[src/rtl/sn_pop_counter.sv]
// Parallel counter: Batcher odd-even merge network sorts in_data into a thermometer code, then encodes the count. Optional out_thermo port via SN_PC_THERMO_EN.
// Latency: R+1 cycles (R = ceil(D/REG_EVERY) register ranks plus the output register); one word per cycle.
// Backpressure: global stall when out_valid & ~out_ready freezes every rank and the output; in_ready = ~stall.
`timescale 1ns/1ps

module sn_pop_counter #(
    parameter int N         = 7,
    parameter int REG_EVERY = 2,
    localparam int CW       = $clog2(N + 1)
) (
    input  logic          clk,
    input  logic          rst,
    input  logic          in_valid,
    output logic          in_ready,
    input  logic [N-1:0]  in_data,
    output logic          out_valid,
    input  logic          out_ready,
    output logic [CW-1:0] out_count
`ifdef SN_PC_THERMO_EN
    ,
    output logic [N-1:0]  out_thermo
`endif
);

    // Network geometry: width rounded up to a power of two, depth k(k+1)/2.
    localparam int K = $clog2(N);
    localparam int P = 1 << K;
    localparam int D = (K * (K + 1)) / 2;

    // Merge size p of comparator level lv (levels run p=1; p=2,k=2,1; p=4,k=4,2,1; ...).
    function automatic int lvl_p(input int lv);
        int base;
        int res;
        base = 0;
        res  = 1;
        for (int x = 0; x < 8; x++) begin
            if (lv >= base && lv < base + x + 1) begin
                res = 1 << x;
            end
            base = base + x + 1;
        end
        return res;
    endfunction

    // Comparator stride k of comparator level lv.
    function automatic int lvl_k(input int lv);
        int base;
        int res;
        base = 0;
        res  = 1;
        for (int x = 0; x < 8; x++) begin
            if (lv >= base && lv < base + x + 1) begin
                res = 1 << (x - (lv - base));
            end
            base = base + x + 1;
        end
        return res;
    endfunction

    logic          stall;
    logic [P-1:0]  padded;
    logic [P-1:0]  sorted;
    logic          sorted_vld;
    logic [CW-1:0] enc;

    assign stall    = out_valid & ~out_ready;
    assign in_ready = ~stall;

    // Pad bits are tied low so they sort to the bottom and never reach the count.
    always_comb begin
        padded         = '0;
        padded[N-1:0]  = in_data;
    end

    genvar g;
    generate
        for (g = 0; g < D; g++) begin : g_lvl
            localparam int PP = lvl_p(g);
            localparam int KK = lvl_k(g);

            logic [P-1:0] d_in;
            logic         v_in;
            logic [P-1:0] nxt;
            logic [P-1:0] q;
            logic         v_q;

            if (g == 0) begin : g_first
                assign d_in = padded;
                assign v_in = in_valid;
            end else begin : g_chain
                assign d_in = g_lvl[g-1].q;
                assign v_in = g_lvl[g-1].v_q;
            end

            // One level of disjoint AND/OR comparators: AND to the lower index, OR to the upper.
            always_comb begin
                nxt = d_in;
                for (int j = KK % PP; j + KK < P; j += 2 * KK) begin
                    for (int i = 0; i < KK; i++) begin
                        if ((i + j + KK < P) && (((i + j) / (2 * PP)) == ((i + j + KK) / (2 * PP)))) begin
                            nxt[i + j]      = d_in[i + j] & d_in[i + j + KK];
                            nxt[i + j + KK] = d_in[i + j] | d_in[i + j + KK];
                        end
                    end
                end
            end

            if ((((g + 1) % REG_EVERY) == 0) || ((g + 1) == D)) begin : g_rank
                // Pipeline rank: data and its valid bit advance together unless stalled.
                always_ff @(posedge clk) begin
                    if (rst) begin
                        q   <= '0;
                        v_q <= 1'b0;
                    end else if (!stall) begin
                        q   <= nxt;
                        v_q <= v_in;
                    end
                end
            end else begin : g_pass
                assign q   = nxt;
                assign v_q = v_in;
            end
        end
    endgenerate

    assign sorted     = g_lvl[D-1].q;
    assign sorted_vld = g_lvl[D-1].v_q;

    // Thermometer-to-binary: count is P minus the index of the lowest set bit.
    always_comb begin
        enc = '0;
        for (int i = P - 1; i >= 0; i--) begin
            if (sorted[i]) begin
                enc = CW'(P - i);
            end
        end
    end

    // Output register: holds its word while the consumer is not ready.
    always_ff @(posedge clk) begin
        if (rst) begin
            out_valid  <= 1'b0;
            out_count  <= '0;
`ifdef SN_PC_THERMO_EN
            out_thermo <= '0;
`endif
        end else if (!stall) begin
            out_valid  <= sorted_vld;
            out_count  <= enc;
`ifdef SN_PC_THERMO_EN
            out_thermo <= sorted[P-1:P-N];
`endif
        end
    end

endmodule
[config.mk]
export PLATFORM = sky130hd
export DESIGN_NAME = sn_pop_counter
export DESIGN_NICKNAME = d
export VERILOG_FILES = /design/src/rtl/sn_pop_counter.sv
export SDC_FILE = /design/constraint.sdc
export NUM_CORES = 1
export LEC_CHECK = 0
export BUFFER_PORTS_ARGS = -buffer_cell sky130_fd_sc_hd__buf_4
export CAP_MARGIN = 25
export CORE_ASPECT_RATIO = 2
export CORE_UTILIZATION = 40
export CTS_CLUSTER_DIAMETER = 60
export DETAILED_ROUTE_END_ITERATION = 8
export SLEW_MARGIN = 20
export SYNTH_ARGS = -nofsm -noshare
export SYNTH_HDL_FRONTEND = slang
export SYNTH_SLANG_ARGS = --single-unit
[constraint.sdc]
create_clock -name clk -period 1.1 [get_ports clk]
set_input_delay 0.22 -clock clk [delete_from_list [all_inputs] [get_ports clk]]
set_output_delay 0.22 -clock clk [all_outputs]
set_load 0.005 [all_outputs]
==> results of run 1 <==
==> layout make-up <==
| type | instances | share of cell area |
|---|---|---|
| Tap cell | 29 | 0.02236 |
| Multi-Input combinational cell | 90 | 0.4179 |
| Clock buffer | 3 | 0.02544 |
| Inverter | 2 | 0.006168 |
| Timing Repair Buffer | 28 | 0.1812 |
| Sequential cell | 28 | 0.3470 |
==> final timing paths <==
path / from / end / slack [ps] / cells after the start
worst max-delay path: out_valid / in_ready / -80 / 3
worst min-delay path: in_valid / g_lvl[1].v_q / 190 / 3
worst max register to register: out_valid / out_count[1] / -50 / 6
worst min register to register: g_lvl[1].q[0] / g_lvl[1].q[0] / 470 / 2
==> kinds of logic (layout without fill, tap and decap cells) <==
group,count (synthesis),in the layout,synth area share
flops,28,28,0.4870
simple gates,57,57,0.2228
buf+inv,11,33,0.06956
compound gates,33,33,0.2206
==> metal layers <==
| layer | up-vias | routed length [um] | global-route usage |
|---|---|---|---|
| met2 | 14 | 1695 | 0.3694 |
| met4 | 0 | 48 | 0.08621 |
| met5 | - | 0 | 0 |
| li1 | 504 | - | - |
| met3 | 5 | 60 | 0.02000 |
| met1 | 507 | 989 | 0.2040 |
==> timing repair <==
item	4_1_cts	5_1_grt
gates cloned	1	1
buffers inserted	4	1
hold buffers	0	0
pin swaps	6	11
gates resized for setup	14	35
setup endpoints to repair	24	25
==> tightest hold or removal path, cell delays in order <==
cell                      delay [ps]
sky130_fd_sc_hd__buf_4           110
sky130_fd_sc_hd__nand2_1          50
sky130_fd_sc_hd__a21oi_1          50
==> sequential cells by signal, indices dropped and copies added, names as in the netlist <==
| name | count |
|---|---|
| g_lvl.v_q | 3 |
| out_valid | 1 |
| out_count | 3 |
| g_lvl.q | 21 |
==> metrics by stage <==
stage	instances	setup slack, ps
after floorplan	129	46.98
after global placement	172	-5.990
after detailed placement	172	-71.44
after CTS	180	-73.88
after global routing	180	-118.0
final	180	-83.35
==> report_power, final <==
group / leakage [nW] / internal [W] / switching (W)
Clock: 0.0216 / 0.000246 / 0.000300
Sequential: 0.230 / 0.00106 / 0.0000608
Combinational: 0.352 / 0.000117 / 0.0000907
Total: 0.604 / 0.00142 / 0.000452
==> cells in the final DEF, fill, tap and decap left out, drive strengths merged <==
cell type | netlist | final
dfxtp | 28 | 28
buf | 7 | 27
nand2 | 24 | 24
a21oi | 17 | 17
nor2 | 16 | 16
nor3 | 8 | 8
clkbuf | 2 | 4
a211oi | 2 | 2
nand3 | 2 | 2
o211ai | 2 | 2
o41ai | 2 | 2
a221oi | 2 | 2
o221ai | 2 | 2
and4 | 2 | 2
a311oi | 2 | 2
inv | 2 | 2
nor4 | 2 | 2
nor2b | 1 | 1
nand2b | 1 | 1
a221o | 1 | 1
a2111oi | 1 | 1
o2111ai | 1 | 1
nand4 | 1 | 1
o21ai | 1 | 1
==> metrics.sh, run 1 <==
CLKSLEWWORSTSETUPHOLDPATHS_PS=90
MAX-CAP-VIOLATIONS=0
FINAL_CRITICAL_PATH_SETUP_SLACK_PS=-83.35
PLACEABLECOREAREA_MM2=0.002736
DRT.ANTENNA.VIOLATING_NETS=0
GP_ROUTABILITY_CONGESTION=0.7243
GRT_PASS1_VIAS=1072
ORDERED_LIST_OF_CELLS_ON_THE_WORST_PATH='nor2b_4 > inv_4 > buf_6'
DRT-PASS1-ITER-COUNT=4
PLACE_AREA_MM2=0.001315
GRT_ANTENNA_BEFORE_REPAIR=0
SYNTH.FF_LATCH_COUNT=28
WORST_PATH_DOMINANT_CELL_FAMILY='flip-flops'
LARGEST_CELLS_BY_AREA_AFTER_SYNTHESIS='sky130_fd_sc_hd__dfxtp_1, sky130_fd_sc_hd__nand2_1, sky130_fd_sc_hd__a21oi_1, sky130_fd_sc_hd__nor2_1, sky130_fd_sc_hd__nor3_1'
SYNTH.TOP_CELLS.BY_COUNT='sky130_fd_sc_hd__dfxtp_1, sky130_fd_sc_hd__nand2_1, sky130_fd_sc_hd__a21oi_1, sky130_fd_sc_hd__nor2_1, sky130_fd_sc_hd__nor3_1'
POST_SYNTH.CELL_AREA_AVG_UM2=8.923
DETAILROUTE.VIA_COUNT=1030
PORTBUFFERS=15
TIMING_HOLD_VIOLATIONS_FINAL=0
POWER_LEAKAGE_nW=0.6039
SYNTH_TOP_AREA_SHARE=0.4870
VDD.IR_DROP.WORST_uV=788.0
STATUS='finished with violations'
WORSTSKEWPAIRLATENCY_PS=270
NUMBER_OF_FILLER_INSTANCES_IN_THE_FINAL_LAYOUT=238
HPWL_UM=1847
CTS_BUFFER_DEPTH=2
P_PER_AREA_mW_PER_MM2=1155
CP_MAX_FO=4
REQUIRED_PS=880
HTREE_NUM_LEVELS=1
VIAS_PER_CELL=5.722
WORST_CLOCK_SKEW_PS=4.520
LARGEST_NET_DEGREE_AT_THE_START_OF_GLOBAL_ROUTING=29
FINISH.INSTANCE_AREA_MM2=0.001623
SETUP_VIOLATIONS=18
COUNT_OF_BUFFER_AND_INVERTER_CELLS_ON_THE_CRITICAL_PATH=2
FFS_W_ASYNC_S_R_SYNTH=0
POSTROUTEWIRELENGTH_UM=2792
INITIAL_UTILIZATION=0.4207
SETUP_TNS_PS=-364.2
TOTALPOWERFINAL_W=0.001875
DRT_DRC_VIOLATIONS_LEFT=0
WORST_SLEW_PIN_SLEW_PS=354.5
IOPINCOUNT=16
DIE_AREA_MM2=0.003109
TIMING.CRITICAL_PATH.SLOWEST_STAGE_CELL='sky130_fd_sc_hd__dfxtp_2'
DIE_W_UM=39.93
SEQUENTIAL_CELL_AREA_UM2=563.0
SYNTHTOLAYOUTAREAGROWTH_PCT=40.98
ANTENNA_CELLS_INSERTED=0
GRT_FIRST_PASS_WIRELENGTH_UM=4547
SETUP_REPAIR_AFTER_GLOBAL_ROUTING_MISSED_ITS_MARGIN='yes'
TRACK_USAGE=0.2013
DOMINANTREGCELLSYNTH='sky130_fd_sc_hd__dfxtp_1'
CRITPATHARRIVALTIME_PS=960
SYNTH_NETS=140
ROW_COUNT=27
TIMING.SETUP.CRITICAL_PATH_CLASS='flop to output pin'
TIMING.FINAL.MAX_SLEW_VIOLATIONS=0
SYNTH_SEQ_AREA_SHARE=0.4870
ACHIEVABLE-FREQUENCY_GHz=0.8451
SYNTH_CELL_TYPE_COUNT=29
HOLD_WS_PS=194.4
TRITONCTS_CLOCK_TREE='yes'
FINAL_PERIOD_UTILIZATION=1.076
CRIT_PATH_MAX_INCR_DELAY_PS=340
SYNTHCELLS=129
YOSYS_WARNINGS=0
GLOBALROUTEOVERFLOWTOTAL=0
FIN_UTIL=0.5931
YOSYSMOSTFREQUENTCELL='sky130_fd_sc_hd__dfxtp_1'
WORST_SETUP_PATH_END_KIND='output pin'
MULTIINPUTGATEAREA_UM2=678.2
FAILED_CHECKS='negative setup slack'
CTS-BUFFERS-INSERTED=3
MIN_PERIOD_PS=1183
START_KIND='flop'
SLEW_HEADROOM=0.7634
NNETSFINAL=164
FP.DIEH_UM=77.87
SYNTH_ENABLE_FLOP_CELLS=0
DRT-WIRELENGTH-PER-CELL_UM=15.51
TRITONCTS_NUM_SINKS=28
CLOCK-ROOT-BUFFER='sky130_fd_sc_hd__clkbuf_8'
DRTITER0DRC=14
SYN_AREA_MM2=0.001151
CLASS_OF_THE_WORST_HOLD_PATH='input pin to flop'
SYNTH_LARGEST_AREA_CELL='sky130_fd_sc_hd__dfxtp_1'
FRACTION_OF_FINAL_LAYOUT_CELLS_SIZED_BEYOND_DRIVE_STRENGTH_1=0.4702
No activity file was read; power rests on OpenSTA's default activity.
==> run 2: changes to the inputs <==
--- a/config.mk
+++ b/config.mk
@@ -5,6 +5,7 @@
 export SDC_FILE = /design/constraint.sdc
 export NUM_CORES = 1
 export LEC_CHECK = 0
+export ABC_AREA = 1
 export BUFFER_PORTS_ARGS = -buffer_cell sky130_fd_sc_hd__buf_4
 export CAP_MARGIN = 25
 export CORE_ASPECT_RATIO = 2
==> metrics.sh, run 2 <==
STATUS='finished, final reports clean'
SYNTHCELLS=148  # +15%
FINAL_CELL_MIX='sky130_fd_sc_hd__dfxtp_1, sky130_fd_sc_hd__nand2_1, sky130_fd_sc_hd__o21ai_0'
SYNTH_SEQ_AREA_SHARE=0.4870  # unchanged
YOSYS_WARNINGS=0  # unchanged
SYNTH_TOP_AREA_SHARE=0.4870  # unchanged
POST_SYNTH.CELL_AREA_AVG_UM2=7.778  # -13%
CLASS_OF_THE_WORST_HOLD_PATH='input pin to flop'
HTREE_NUM_LEVELS=1  # unchanged
ROW_COUNT=27  # unchanged
TIMING.CRITICAL_PATH.SLOWEST_STAGE_CELL='sky130_fd_sc_hd__dfxtp_2'
TIMING.SETUP.CRITICAL_PATH_CLASS='flop to flop'
INITIAL_UTILIZATION=0.4207  # unchanged
TIMING_HOLD_VIOLATIONS_FINAL=0  # unchanged
SYNTH_ENABLE_FLOP_CELLS=0  # unchanged
CLOCK-ROOT-BUFFER='sky130_fd_sc_hd__clkbuf_8'
SETUP_VIOLATIONS=0  # -18
SYNTH_SIMPLE_GATE_AREA_SHARE=0.2152  # -0.007609
CRITPATHARRIVALTIME_PS=1260  # +300 ps
GLOBALROUTEOVERFLOWTOTAL=0  # unchanged
REQUIRED_PS=1290  # +410 ps
MIN_DELAY_PATH_DEPTH=3  # unchanged
TIMING.FINAL.MAX_SLEW_VIOLATIONS=0  # unchanged
CLOCK_POWER_SHARE=0.322  # +0.030
GP_ROUTABILITY_CONGESTION=0.7484  # +3.3%
TRITONCTS_NUM_SINKS=28  # unchanged
TOP_REG_BY_FLOPS='g_lvl.q'
SYNTHTOLAYOUTAREAGROWTH_PCT=20.11
POST_SYNTH_MUX_AREA_SHARE=0  # unchanged
MAX-CAP-VIOLATIONS=0  # unchanged
YOSYS.AREA_SHARE.ADDER=0  # unchanged
DRT-PASS1-ITER-COUNT=4  # unchanged
DRT.ANTENNA.VIOLATING_NETS=0  # unchanged
START_KIND='flop'
DETAILROUTE.VIA_COUNT=1011  # -1.8%
FFS_W_ASYNC_S_R_SYNTH=0  # unchanged
DOMINANTREGCELLSYNTH='sky130_fd_sc_hd__dfxtp_1'
LAYOUT.CELLS.MOST_COMMON='sky130_fd_sc_hd__dfxtp_1'
PLACEABLECOREAREA_MM2=0.002736  # unchanged
HOLD_WS_PS=170.5  # -23.92 ps
VIAS_PER_CELL=5.211  # -8.9%
POWER.SWITCHING_W=0.0004341  # -4.0%
SLEW_HEADROOM=0.7574  # -0.005974
TRACK_USAGE=0.1743  # -0.02698
PORTBUFFERS=15  # unchanged
COUNT_OF_BUFFER_AND_INVERTER_CELLS_ON_THE_CRITICAL_PATH=3  # +1
SYNTH_CELL_TYPE_COUNT=20  # -31%
SYNTH.TOP_CELLS.BY_COUNT='sky130_fd_sc_hd__dfxtp_1, sky130_fd_sc_hd__nand2_1, sky130_fd_sc_hd__a21oi_1, sky130_fd_sc_hd__o21ai_0, sky130_fd_sc_hd__nor2_1'
CP_MAX_FO=24  # +20
MIN_PERIOD_PS=1071  # -112.0 ps
LARGEST_CELLS_BY_AREA_AFTER_SYNTHESIS='sky130_fd_sc_hd__dfxtp_1, sky130_fd_sc_hd__nand2_1, sky130_fd_sc_hd__a21oi_1, sky130_fd_sc_hd__o21ai_0, sky130_fd_sc_hd__nor2_1'
ACHIEVABLE-FREQUENCY_GHz=0.9334  # +10%
CLKSLEWWORSTSETUPHOLDPATHS_PS=90  # about the same
WORSTSKEWPAIRLATENCY_PS=270  # about the same
SYNTH_NETS=159  # +14%
DRT-WIRELENGTH-PER-CELL_UM=12.46  # -20%
SWITCHING_SHARE=0.2260  # -0.01506
DIE_W_UM=39.93  # unchanged
GRT_FIRST_PASS_WIRELENGTH_UM=3850  # -15%
GRT_PASS1_VIAS=898  # -16%
CRIT_PATH_MAX_INCR_DELAY_PS=370  # +30 ps
FP.DIEH_UM=77.87  # unchanged
GRT_ANTENNA_BEFORE_REPAIR=0  # unchanged
IOPINCOUNT=16  # unchanged
WORST_PATH_DOMINANT_CELL_FAMILY='flip-flops'
FLIP_FLOP_COUNT_OF_THE_LARGEST_REGISTER_AFTER_LAYOUT=21  # unchanged
CTS-BUFFERS-INSERTED=3  # unchanged
POST_SYNTHESIS_SHARE_OF_CELL_AREA_SPENT_ON_XOR_AND_XNOR_GATES=0  # unchanged
FRACTION_OF_FINAL_LAYOUT_CELLS_SIZED_BEYOND_DRIVE_STRENGTH_1=0.2061  # -0.2641
HPWL_UM=1572  # -15%
TRITONCTS_CLOCK_TREE='yes'
SYNTH_COMPOUND_GATE_AREA_SHARE=0.1967  # -0.02391
TIMING.CRITICAL_PATH.DEPTH=6  # +3
DRT_DRC_VIOLATIONS_LEFT=0  # unchanged
SYNTH_LARGEST_AREA_CELL='sky130_fd_sc_hd__dfxtp_1'
SEQ_POWER_SHARE=0.572  # -0.026
SYNTH.FF_LATCH_COUNT=28  # unchanged
DEPTH_OF_THE_WORST_REGISTER_TO_REGISTER_PATH=6  # unchanged
WORST_CLOCK_SKEW_PS=1.648  # -2.872 ps
DRTITER0DRC=23  # +9
CTS_BUFFER_DEPTH=2  # unchanged
SHARE_COMB_OF_TOTAL_POWER=0.106  # -0.005
DIE_AREA_MM2=0.003109  # unchanged
FINAL_PERIOD_UTILIZATION=0.9739  # -0.1018
INTERNAL_POWER_W=0.001487  # +4.5%
ANTENNA_CELLS_INSERTED=0  # unchanged
LARGEST_NET_DEGREE_AT_THE_START_OF_GLOBAL_ROUTING=25  # -14%
BIGGESTREGSBYFLOPS='g_lvl.q: 21 flops, g_lvl.v_q: 3 flops, out_count: 3 flops'
SETUP_REPAIR_AFTER_GLOBAL_ROUTING_MISSED_ITS_MARGIN='yes'
COMBINATIONAL_FAMILY_WITH_THE_MOST_AREA_AFTER_SYNTHESIS='simple AND/OR/NAND/NOR gates'
ORDERED_LIST_OF_CELLS_ON_THE_WORST_PATH='buf_6 > inv_1 > nor2_4 > buf_12 > a21oi_1 > a211oi_1'
VDD.IR_DROP.WORST_uV=982.4  # +25%
POSTROUTEWIRELENGTH_UM=2418  # -13%
YOSYSMOSTFREQUENTCELL='sky130_fd_sc_hd__dfxtp_1'
WORST_SLEW_PIN_SLEW_PS=363.5  # +9.044 ps
FIN_UTIL=0.5053  # -0.08779
WORST_SETUP_PATH_END_KIND='flop'
P_PER_AREA_mW_PER_MM2=1389  # +20%
SYN_AREA_MM2=0.001151  # unchanged
NNETSFINAL=177  # +7.9%
POWER_LEAKAGE_nW=0.5704  # -5.5%
-- run 2: cell count changes after synthesis, moves of 3 or more --
| cell | delta |
|---|---|
| sky130_fd_sc_hd__nand3_1 | +3 |
| sky130_fd_sc_hd__a31oi_1 | +4 |
| sky130_fd_sc_hd__o21ai_1 | +3 |
| sky130_fd_sc_hd__o21ai_0 | +16 |
| sky130_fd_sc_hd__nor3_1 | -4 |
| sky130_fd_sc_hd__inv_1 | +12 |
| sky130_fd_sc_hd__or2_2 | +4 |
-- run 2: worst reg2reg max path, stage by stage, from the launching register on --
cell and delay, ps:
sky130_fd_sc_hd__dfxtp_2 370, sky130_fd_sc_hd__buf_6 100, sky130_fd_sc_hd__inv_1 50, sky130_fd_sc_hd__nor2_4 100, sky130_fd_sc_hd__buf_12 170, sky130_fd_sc_hd__a21oi_1 60, sky130_fd_sc_hd__a211oi_1 160
-- run 2: metal layers --
layer / GRT usage / wire length, um
met5: 0 / 0
met4: 0.07241 / 29
met3: 0.01714 / 68
met2: 0.3000 / 1308
met1: 0.2004 / 1012
-- run 2: kinds of logic (layout without fill, tap and decap cells) --
family | after synthesis | in the layout
AOI/OAI and AO/OA | 43 | 43
buffers and inverters | 20 | 37
DFF | 28 | 28
and+or+nand+nor | 57 | 57
-- run 2: layout make-up --
| class | count | area, um^2 |
|---|---|---|
| sequential | 28 | 561.8 |
| multi-input combinational | 100 | 485.5 |
| fill | 273 | 1354 |
| tap | 29 | 36.28 |
| timing repair buffer | 20 | 195.2 |
| clock buffer | 4 | 55.05 |
| inverter | 13 | 48.80 |
-- run 2: worst paths after layout --
| kind | slack, ps | start | endpoint |
|---|---|---|---|
| max | 30 | out_valid | g_lvl[1].q[6] |
| min | 170 | in_valid | g_lvl[1].v_q |
| max reg2reg | 30 | out_valid | g_lvl[1].q[6] |
| min reg2reg | 450 | g_lvl[5].v_q | out_valid |
-- run 2: power groups by stage --
stage | Sequential, W | Combinational (W) | Clock [W]
floorplan | 0.00111 | 0.000120 | 0
detailed placement | 0.00112 | 0.000194 | 0
global placement | 0.00112 | 0.000189 | 0
CTS | 0.00110 | 0.000207 | 0.000637
finish | 0.00110 | 0.000204 | 0.000619
global route | 0.00110 | 0.000232 | 0.000672
-- run 2: timing repair --
item,4_1_cts,5_1_grt
cloned,1,0
setup endpoints to repair,1,21
hold endpoints to repair,0,0
resized for setup,4,2
buffers inserted,2,0
pin swaps,1,0
hold buffers,0,0
-- run 2: metrics by stage --
step | TNS, ps | std cells | cell area (um^2) | setup slack [ps] | power [W]
2_1_floorplan | 0 | 148 | 1151 | 158.7 | 0.001234
3_3_place_gp | 0 | 188 | 1280 | 115.0 | 0.001309
3_5_place_dp | 0 | 188 | 1280 | 89.23 | 0.001316
4_1_cts | -42.69 | 195 | 1395 | -42.69 | 0.001942
5_1_grt | -195.0 | 194 | 1383 | -64.77 | 0.002009
6_report | 0 | 194 | 1383 | 28.68 | 0.001921
